<file path="src/rtl/fft16_input_loader.sv">
// fft16_input_loader
// Serial-to-parallel front end of the 16-point FFT datapath. Complex samples
// arrive one per cycle over a valid/ready handshake. They are gathered into a
// 16-lane frame, and the frame is presented in parallel with an
// out_valid/out_ready handshake. One frame of skid buffering lets a complete
// frame wait while the downstream slot is still occupied.
//
// Optional build macro FFT16_IN_BITREV_EN: when defined, the sample at
// position k is placed on output lane bitrev4(k), which gives
// decimation-in-time ordering. When undefined, sample k goes to lane k.
//
// Ports
//   clk                 clock; all state changes on the rising edge
//   rst                 asynchronous, active-high reset
//   in_r / in_i         incoming sample, signed N-bit real and imaginary parts
//   in_valid            a sample is present on in_r/in_i
//   in_sync             marks the sample as lane 0 of a new frame (on accept)
//   in_ready            loader accepts a sample this cycle (decoded from state)
//   outK_r / outK_i     registered frame lanes, K = 0..15
//   out_valid           the frame on outK_* is valid
//   out_ready           downstream consumes the frame this cycle
//   sync_err            sticky flag: in_sync arrived in the middle of a frame
module fft16_input_loader #(
  parameter int N = 16
) (
  input  logic                clk,
  input  logic                rst,
  input  logic signed [N-1:0] in_r,
  input  logic signed [N-1:0] in_i,
  input  logic                in_valid,
  input  logic                in_sync,
  output logic                in_ready,
  output logic signed [N-1:0] out0_r,
  output logic signed [N-1:0] out0_i,
  output logic signed [N-1:0] out1_r,
  output logic signed [N-1:0] out1_i,
  output logic signed [N-1:0] out2_r,
  output logic signed [N-1:0] out2_i,
  output logic signed [N-1:0] out3_r,
  output logic signed [N-1:0] out3_i,
  output logic signed [N-1:0] out4_r,
  output logic signed [N-1:0] out4_i,
  output logic signed [N-1:0] out5_r,
  output logic signed [N-1:0] out5_i,
  output logic signed [N-1:0] out6_r,
  output logic signed [N-1:0] out6_i,
  output logic signed [N-1:0] out7_r,
  output logic signed [N-1:0] out7_i,
  output logic signed [N-1:0] out8_r,
  output logic signed [N-1:0] out8_i,
  output logic signed [N-1:0] out9_r,
  output logic signed [N-1:0] out9_i,
  output logic signed [N-1:0] out10_r,
  output logic signed [N-1:0] out10_i,
  output logic signed [N-1:0] out11_r,
  output logic signed [N-1:0] out11_i,
  output logic signed [N-1:0] out12_r,
  output logic signed [N-1:0] out12_i,
  output logic signed [N-1:0] out13_r,
  output logic signed [N-1:0] out13_i,
  output logic signed [N-1:0] out14_r,
  output logic signed [N-1:0] out14_i,
  output logic signed [N-1:0] out15_r,
  output logic signed [N-1:0] out15_i,
  output logic                out_valid,
  input  logic                out_ready,
  output logic                sync_err
);

  typedef enum logic [0:0] {
    FILL = 1'b0,
    WAIT = 1'b1
  } state_t;

  state_t              state_r;
  logic [3:0]          cnt_r;
  logic signed [N-1:0] fill_re_r [0:15];
  logic signed [N-1:0] fill_im_r [0:15];
  logic signed [N-1:0] out_re_r  [0:15];
  logic signed [N-1:0] out_im_r  [0:15];
  logic                out_valid_r;
  logic                sync_err_r;

  logic                accept_s;
  logic                slot_free_s;

  // Output lane for the sample at frame position k. Position 15 maps to
  // lane 15 in both orderings, so fill[15] always holds the last sample.
  function automatic logic [3:0] lane_of(input logic [3:0] k);
`ifdef FFT16_IN_BITREV_EN
    lane_of = {k[0], k[1], k[2], k[3]};
`else
    lane_of = k;
`endif
  endfunction

  assign in_ready    = (state_r == FILL);
  assign accept_s    = in_valid && in_ready;
  assign slot_free_s = !out_valid_r || out_ready;

  // Frame assembly, skid buffering and output frame register
  always_ff @(posedge clk or posedge rst) begin
    if (rst) begin
      state_r     <= FILL;
      cnt_r       <= 4'd0;
      out_valid_r <= 1'b0;
      sync_err_r  <= 1'b0;
      for (int k = 0; k < 16; k++) begin
        fill_re_r[k] <= '0;
        fill_im_r[k] <= '0;
        out_re_r[k]  <= '0;
        out_im_r[k]  <= '0;
      end
    end else begin
      // A consume clears out_valid unless a load below sets it again
      // in the same cycle. This keeps back-to-back frames free of bubbles.
      if (out_valid_r && out_ready) begin
        out_valid_r <= 1'b0;
      end
      case (state_r)
        FILL: begin
          if (accept_s) begin
            if (in_sync && (cnt_r != 4'd0)) begin
              // Resync: drop the partial frame and restart at position 0.
              // The output frame is not touched.
              fill_re_r[0] <= in_r;
              fill_im_r[0] <= in_i;
              cnt_r        <= 4'd1;
              sync_err_r   <= 1'b1;
            end else if (cnt_r == 4'd15) begin
              cnt_r <= 4'd0;
              if (slot_free_s) begin
                // Load straight from the fill buffer plus the live sample,
                // so the frame appears on the same edge that completes it.
                for (int k = 0; k < 15; k++) begin
                  out_re_r[k] <= fill_re_r[k];
                  out_im_r[k] <= fill_im_r[k];
                end
                out_re_r[15] <= in_r;
                out_im_r[15] <= in_i;
                out_valid_r  <= 1'b1;
              end else begin
                fill_re_r[15] <= in_r;
                fill_im_r[15] <= in_i;
                state_r       <= WAIT;
              end
            end else begin
              fill_re_r[lane_of(cnt_r)] <= in_r;
              fill_im_r[lane_of(cnt_r)] <= in_i;
              cnt_r                     <= cnt_r + 4'd1;
            end
          end
        end
        WAIT: begin
          // out_valid is always set here, so out_ready alone signals a consume
          if (out_ready) begin
            for (int k = 0; k < 16; k++) begin
              out_re_r[k] <= fill_re_r[k];
              out_im_r[k] <= fill_im_r[k];
            end
            out_valid_r <= 1'b1;
            state_r     <= FILL;
          end
        end
        default: begin
          state_r <= FILL;
        end
      endcase
    end
  end

  assign out_valid = out_valid_r;
  assign sync_err  = sync_err_r;

  assign out0_r  = out_re_r[0];
  assign out0_i  = out_im_r[0];
  assign out1_r  = out_re_r[1];
  assign out1_i  = out_im_r[1];
  assign out2_r  = out_re_r[2];
  assign out2_i  = out_im_r[2];
  assign out3_r  = out_re_r[3];
  assign out3_i  = out_im_r[3];
  assign out4_r  = out_re_r[4];
  assign out4_i  = out_im_r[4];
  assign out5_r  = out_re_r[5];
  assign out5_i  = out_im_r[5];
  assign out6_r  = out_re_r[6];
  assign out6_i  = out_im_r[6];
  assign out7_r  = out_re_r[7];
  assign out7_i  = out_im_r[7];
  assign out8_r  = out_re_r[8];
  assign out8_i  = out_im_r[8];
  assign out9_r  = out_re_r[9];
  assign out9_i  = out_im_r[9];
  assign out10_r = out_re_r[10];
  assign out10_i = out_im_r[10];
  assign out11_r = out_re_r[11];
  assign out11_i = out_im_r[11];
  assign out12_r = out_re_r[12];
  assign out12_i = out_im_r[12];
  assign out13_r = out_re_r[13];
  assign out13_i = out_im_r[13];
  assign out14_r = out_re_r[14];
  assign out14_i = out_im_r[14];
  assign out15_r = out_re_r[15];
  assign out15_i = out_im_r[15];

endmodule

</file>
<file path="config.mk">
export PLATFORM = sky130hd
export DESIGN_NAME = fft16_input_loader
export DESIGN_NICKNAME = d
export VERILOG_FILES = /design/src/rtl/fft16_input_loader.sv
export SDC_FILE = /design/constraint.sdc
export NUM_CORES = 2
export LEC_CHECK = 0
export ABC_CLOCK_PERIOD_IN_PS = 39000
export CAP_MARGIN = 20
export CELL_PAD_IN_SITES_DETAIL_PLACEMENT = 0
export CELL_PAD_IN_SITES_GLOBAL_PLACEMENT = 2
export CORE_MARGIN = 2
export CORE_UTILIZATION = 35
export DETAILED_ROUTE_END_ITERATION = 16
export GPL_ROUTABILITY_DRIVEN = 0
export PLACE_DENSITY_LB_ADDON = 0.08
export SLEW_MARGIN = 40
export SYNTH_ARGS = -nofsm -noshare
export SYNTH_HDL_FRONTEND = slang
export SYNTH_SLANG_ARGS = --single-unit
</file>
<file path="constraint.sdc">
create_clock -name clk -period 39 [get_ports clk]
set_input_delay 5.85 -clock clk [delete_from_list [all_inputs] [get_ports clk]]
set_output_delay 5.85 -clock clk [all_outputs]
set_load 0.01 [all_outputs]
</file>
# Yosys cells after proc, flatten, opt, wreduce, memory -nomap -nowiden
# Index checks and enable logic that the tools add are counted.
# Widths: inputs -> output; s select.
# word_totals
mem_count	0
elab_cells	135
latch_bits	0
ff_bits	1031
mem_bits_rw	0
output_inout_bits	515
mem_bits_ro	0
in_bits	37
# op_classes
reduce_logical	13
mux	39
eq_ne	8
div_mod_pow	0
mul	0
shift	0
n_lt_le_gt_ge	2
add_sub_neg	1
bitwise	4
# op_table
cell	n
$mux 256	10
$pmux 256 s2	2
$bwmux 256	2
$mux 240	2
$mux 16	7
$demux 16 s4	1
$mux 1	11
$mux 4	2
$ne 2x2->1 const B	4
$reduce_and 4->1	2
$ne 2x1->1 const B	3
$reduce_and 3->1	2
$ge 5x5->1 const B	1
$lt 5x1->1 const B	1
$not 4->5	1
$reduce_and 5->1	1
$add 4x1->4 const B	1
$eq 4x4->1 const B	1
$logic_and 1x1->1	4
$pmux 1 s2	2
$reduce_bool 4->1	1
$not 1->1	3
$reduce_and 2->1	1
$logic_not 1->1	1
$logic_or 1x1->1	1

# Logic depth before layout (Yosys ltp)
# depth
word_depth	8
ltp_mapped	7
mapped_depth_nobuf	5

# Least setup slack after synthesis
# Ideal clock, no wire load.
# synth_path
kind	input-to-reg
start	input port in_sync
end	register out_re_r (netlist bit out5_r[10])
setup_time_ns	0.128
t_required_ns	38.872
path_stages	7
arrival_ns	7.415
slack_ns	31.457
cell_sequence	clkbuf_1 -> nor4bb_1 -> buf_2 -> a32oi_2 -> buf_4 -> buf_2 -> mux2_1
# synth_between
elab_chain_len	3
# synth_rtl
item	line	rtl
start, declared	31	input logic in_sync,
$logic_and 1x1->1	123	if (in_sync && (cnt_r != 4'd0)) begin
$ne 2x2->1 (no line)	--	
$reduce_and 5->1 (no line)	--	
end signal, assigned by index	136	out_re_r[k] <= fill_re_r[k];
end signal, assigned by index	158	out_re_r[k] <= fill_re_r[k];
end, declared	79	logic signed [N-1:0] out_re_r [0:15];
# No other way between the ends.
# A chain may end at the register's enable or synchronous reset.

# Worst setup path after layout
# layout_path
start	input port in_sync
end	register out_re_r (netlist bit out12_r[0])
# Same word-level chain as after synthesis.

==> results.py <==
metrics = {
    "clock_network": {
        "post_cts_resized": 0,
        "clk-insertion-delay-late_ps": 680,
        "clock_path_buffers": 3,
        "cts_tree": "done",
        "clock_sinks": 1031,
        "clk_pin_slew_ps": 60,
        "holdBufCountCts": 0,
        "cts_root_buffer": "clkbuf_16",
        "cts-htree-levels": 3,
        "postCtsSetupBuffers": 0,
        "cts_buffers": 113,
    },
    "critical_path": {
        "worst-setup-path-type": "in -> reg",
        "crit_path_start": "in_sync",
        "cp-start-kind": "input pin",
        "setup.worst_path.end": "out12_r[0]",
        "cp-end-kind": "flop",
        "reg2reg_setup_slack_ps": 35060,
        "critical_path_peak_fanout": 69,
        "rr_startpoint": "state_r",
        "reg2reg_to": "out12_r[0]",
        "critical_path_arrival_ps": 9550,
        "cp_data_required_time_ps": 39550,
        "reg2reg_depth": 8,
    },
    "power": {
        "ir_worst_vdd_mv": 0.0330,
        "p_int_mw": 2.25,
        "combPwrFrac": 0.162,
        "power_frac_clock": 0.359,
        "cellLeakagePower_nw": 24.4,
        "pwr-share-seq": 0.478,
        "p_sw_mw": 0.745,
        "power_mw": 2.99,
        "cellPowerDensity_nw_per_um2": 59.9,
        "switching_share": 0.249,
    },
    "sta": {
        "setup_viol": 0,
        "max_freq_mhz": 111,
        "hold_ws_ps": 461,
        "fin_ws_ps": 30010,
        "worst_pin_slew_ps": 821,
        "rsz0062_at_grt": "false",
        "slew_violations": 0,
        "slew_headroom": 0.453,
        "clock_skew_ps": 18.1,
        "fin_crit_sh": 0.231,
        "hold_viol": 0,
        "final.setup.tns_ps": 0,
        "period_needed_ps": 8990,
    },
    "cells_and_area": {
        "layout.nets": 2910,
        "stdcell_area_um2": 49900,
        "area_growth_pct": 28.4,
        "top_regs": "fill_im_r: 256 flops, fill_re_r: 256 flops",
        "fin_util": 0.452,
        "layoutNonFillerInstCount": 4451,
        "drive_above_1_share": 0.260,
    },
    "global_routing": {
        "grt_overflow": 0,
        "antenna_found_initial": 4,
        "grt_max_degree": 171,
        "grt_pass1_vias": 22700,
        "track_usage": 0.185,
        "grt_pass1_wl_um": 155000,
    },
    "routing": {
        "drtIter0Drc": 897,
        "avgRoutedWirePerCell_um": 23.7,
        "viasPerCell": 4.80,
        "first_pass_iters": 4,
        "ant_nets": 0,
        "dr_total_vias": 21400,
        "drt-total-wl_um": 105000,
        "drcViolationCount": 0,
    },
    "placement": {
        "dp_hpwl_um": 69300,
        "port_buffers": 551,
        "place_area_um2": 46100,
        "preCtsSetupSlack_ps": 29120,
        "dp.cells": 4240,
    },
    "die": {
        "rows": 122,
        "core_um2": 110000,
        "initial_utilization": 0.352,
        "fp.dieArea_um2": 114000,
        "die_w_um": 337,
        "die_h_um": 337,
        "pin_count": 552,
    },
    "run": {
        "maxCapViolations": 0,
    },
    "logic_synthesis": {
        "yosys_warnings": 0,
        "synthesis.instances": 2292,
        "synthesis.area_um2": 38900,
        "synthArstFlopShare": 1.00,
        "yosysSeqAreaShare": 0.664,
        "synthFlopType": "dfrtp_1",
        "yosysUniqueCellTypes": 33,
        "syn-num-nets": 2333,
        "synth_top_area_frac": 0.664,
        "synth_top_cell_by_area": "dfrtp_1",
        "ys_ff_latch": 1031,
        "avgSynthCellArea_um2": 17.0,
        "synth_enable_flop_cells": 0,
        "synth_area_leaders": "dfrtp_1, mux2_1, mux2_2, buf_4, clkbuf_1",
    },
    "worst_hold_path": {
        "worst_hold_path_type": "reg -> reg",
    },
    "run_status": {
        "status": "complete, no violations",
    },
}
==> how the worst min path moves through the flow <==
stage / start / endpoint / cells after the start
2_1_floorplan: fill_re_r[184] / fill_re_r[184] / 1
3_3_place_gp: fill_im_r[73] / out11_i[9] / 1
3_5_place_dp: fill_re_r[104] / out9_r[8] / 1
4_1_cts: fill_re_r[149] / out6_r[5] / 1
5_1_grt: fill_re_r[149] / out6_r[5] / 1
6_report: fill_re_r[131] / out7_r[3] / 1
==> cell families after synthesis <==
family                   Yosys count  share of synthesized area
multiplexers                    1056                      0.306
buffers and inverters            151                     0.0201
adder cells (fa/ha/maj)            4                    0.00129
AND/OR/NAND/NOR                   37                    0.00605
AO/OA/AOI/OAI                     13                    0.00277
flip-flops                      1031                      0.664
==> area by class of cell <==
class                   count  area [µm²]
fillers                  9761       60500
well taps                1488        1860
multi-input cells        1110       12400
clock inverters            29         347
repair buffers            608        6030
diodes                      4        10.0
clock buffers             176        3430
inverters                   5        31.3
flip-flops and latches   1031       25800
==> power by group through the flow <==
| stage | logic (mW) | clock network [mW] | registers [mW] |
|---|---|---|---|
| 2_1_floorplan | 0.254 | 0 | 1.45 |
| 3_3_place_gp | 0.480 | 0 | 1.44 |
| 3_5_place_dp | 0.496 | 0 | 1.45 |
| 4_1_cts | 0.498 | 1.11 | 1.43 |
| 5_1_grt | 0.525 | 1.16 | 1.46 |
| 6_report | 0.485 | 1.07 | 1.43 |
==> cells in the mapped netlist (4+ instances only) <==
master	count
buf_1	12
buf_2	28
nand2_1	8
mux2_1	548
mux2_2	508
inv_1	5
clkbuf_1	58
nand3_1	7
nor2b_1	6
buf_4	48
ha_1	4
dfrtp_1	1031
==> critical path: stages <==
cell and delay [ps]:
clkdlybuf4s50_1 770, nor4bb_2 150, a32oi_4 300, buf_4 650, buf_4 410, buf_12 280
buf_6 590, mux2_1 380
==> cells in the final DEF (no fill, tap or decap), types with 4 or more instances in the layout <==
cell             Yosys  final
dfrtp_1           1031   1030
mux2_1             548    548
clkdlybuf4s50_1      0    542
mux2_2             508    508
clkbuf_16            0    117
buf_4               48     39
clkbuf_1            58     31
clkbuf_8             0     29
clkinv_2             0     14
buf_6                0     12
buf_2               28      9
bufinv_16            0      7
nor2b_1              6      6
nand2_4              0      5
diode_2              0      4
nand3_2              0      4
inv_1                5      4
ha_1                 4      4
==> routing by layer <==
| metal | GRT usage | up-vias | share of wire |
|---|---|---|---|
| met5 | 0 | - | 0.00022 |
| met4 | 0.0524 | 4 | 0.022 |
| met3 | 0.0419 | 115 | 0.059 |
| met2 | 0.300 | 469 | 0.47 |
| met1 | 0.249 | 11500 | 0.45 |
| li1 | - | 9276 | - |
Note: power is estimated with default switching activity, not from simulation.
==> RTL change, RTL diff (same flow settings) <==
Change the parameter `N` from 16 to 18.
--- a/src/rtl/fft16_input_loader.sv
+++ b/src/rtl/fft16_input_loader.sv
@@ -21,7 +21,7 @@
 //   out_ready           downstream consumes the frame this cycle
 //   sync_err            sticky flag: in_sync arrived in the middle of a frame
 module fft16_input_loader #(
-  parameter int N = 16
+  parameter int N = 18
 ) (
   input  logic                clk,
   input  logic                rst,
Interface: changed (34 resized); port bits go from 552 to 620. No check against the original RTL was run, so the function may have changed too.
==> RTL change against the original RTL <==
- clock power increased by 17%
- routed wire length is 21% higher
- total power is 17% higher
- synthesized cell count increased by 12%
- sequential share of layout area fell by 2.2 points
- sequential power is 14% higher
- cell area is 17% higher
- setup slack worse by 0.18 ns
- sequential cell count grew 128
- critical path depth stayed put
- synthesized area is 18% higher
- critical path type unchanged
- critical endpoint is now out8_i[3]
- largest power group unchanged
==> RTL change: results (changes against the original RTL) <==
Global routing
  – Vias in the first global route: 26,200 (+15%)
  – Largest net degree at the start of global routing: 164 (-4.1%)
  – Antenna violations before repair: 9 (+5)
  – Total Routing Usage GR: 19.0% (+0.54 points)
  – First-pass GRT wire length: 189 mm (+22%)

Yosys
  – Top post-synthesis cells by area: dfrtp_1, mux2_4, mux2_2
  – Mapped Cells: 2,567 (+12%)
  – Mux contribution to synthesized area: 33.5% (+2.9 points)
  – Adder-cell share of the synthesized area: 0.109% (-0.020 points)
  – Top cells by count, synth: dfrtp_1, mux2_2, mux2_4
  – Register area share after synthesis: 63.1% (-3.3 points)
  – Synth unique cells: 36 (+9.1%)
  – Post-synthesis compound-gate area fraction: 0.212% (-0.065 points)

Layout
  – Finished layout cell area: 58,600 um^2 (+17%)
  – # nets final: 3,280 (+13%)
  – Layout cell share with drive strength beyond 1: 44.7% (+19 points)
  – Biggest regs: fill_im_r (288), fill_re_r (288)
  – Fin cells: 5,092 (+14%)

Clock tree
  – H-tree levels: 4 (+1)
  – Worst skew pair latency: 0.75 ns (+0.07 ns)
  – Reg clk slew, reported paths: 0.05 ns
  – Num CTS Buffers: 134 (+19%)

Run status
  – Status: finished clean

Power and ir drop
  – Worst vdd ir: 0.0000398 V (+21%)
  – Leakage: 29.1 nW (+19%)
  – Power Total: 3.49 mW (+17%)

Place
  – HPWL Detailed: 83.0 mm (+20%)
  – Placed insts: 4,852 (+14%)
  – Place WS: 29.10 ns (-0.0190 ns)
  – Port bufs: 619 (+12%)
  – Placed inst area: 54,200 um^2 (+18%)

Setup path
  – CP Data Arrival Time: 9.79 ns (+0.24 ns)
  – Largest fanout on the critical path: 50 (-28%)
  – Worst path max stage delay: 0.79 ns (+0.02 ns)

Route
  – Total Wirelength: 127 mm (+21%)
  – Initial DRC count: 1,223 (+36%)
  – Via/cell ratio: 4.72 (-1.6%)

Timing
  – Worst-Margin Slew: 0.835 ns (+0.0143 ns)
  – Skew final: 0.0231 ns (+0.00501 ns)
[RTL change: changes by cell type after synthesis, sizes merged]
cell,unedited run,this run
a21oi,1,2
buf,88,114
clkbuf,58,46
dfrtp,1031,1159
mux2,1056,1188
nand3,7,8
o21bai,2,1
[RTL change: metal layers]
layer / part of all wire, % / up-vias / global-route usage, %
met2: 46 / 555 / 29.2
met1: 45 / 12900 / 25.7
met4: 1.9 / 0 / 5.03
li1: - / 10500 / -
met5: 0 / - / 0
met3: 7.3 / 145 / 6.55
[RTL change: cell type report]
type	count	area share, %
Sequential cell	1159	49.5
Antenna cell	4	0.0171
Inverter	5	0.0534
Clock inverter	27	0.463
Multi-Input combinational cell	1243	27.2
Clock buffer	207	7.04
Timing Repair Buffer	692	12.0
Tap cell	1755	3.75
[RTL change: final timing paths]
kind	from	endpoint	slack, ns	cells after the start
worst max-delay path	in_sync	out8_i[3]	29.83	8
worst min-delay path	sync_err	sync_err	0.48	1
worst max register to register	state_r	out8_i[3]	34.77	8
worst min register to register	sync_err	sync_err	0.48	1
max in group asynchronous	rst	fill_im_r[127]	30.74	7
min in group asynchronous	rst	fill_re_r[277]	5.67	2
[RTL change: power breakdown]
group / internal (mW) / switching [mW] / total, mW
logic: 0.387 / 0.223 / 0.611
clock network: 0.747 / 0.502 / 1.25
registers: 1.48 / 0.155 / 1.63
total: 2.61 / 0.880 / 3.49
[RTL change: cells by family (layout without fill, tap and decap cells)]
logic type | count (synthesis) | in the layout
and+or+nand+nor | 38 | 38
DFF | 1159 | 1159
AOI/OAI and AO/OA | 13 | 13
adders and majority gates | 4 | 4
muxes | 1188 | 1188
buffers and inverters | 165 | 931
other | 0 | 4
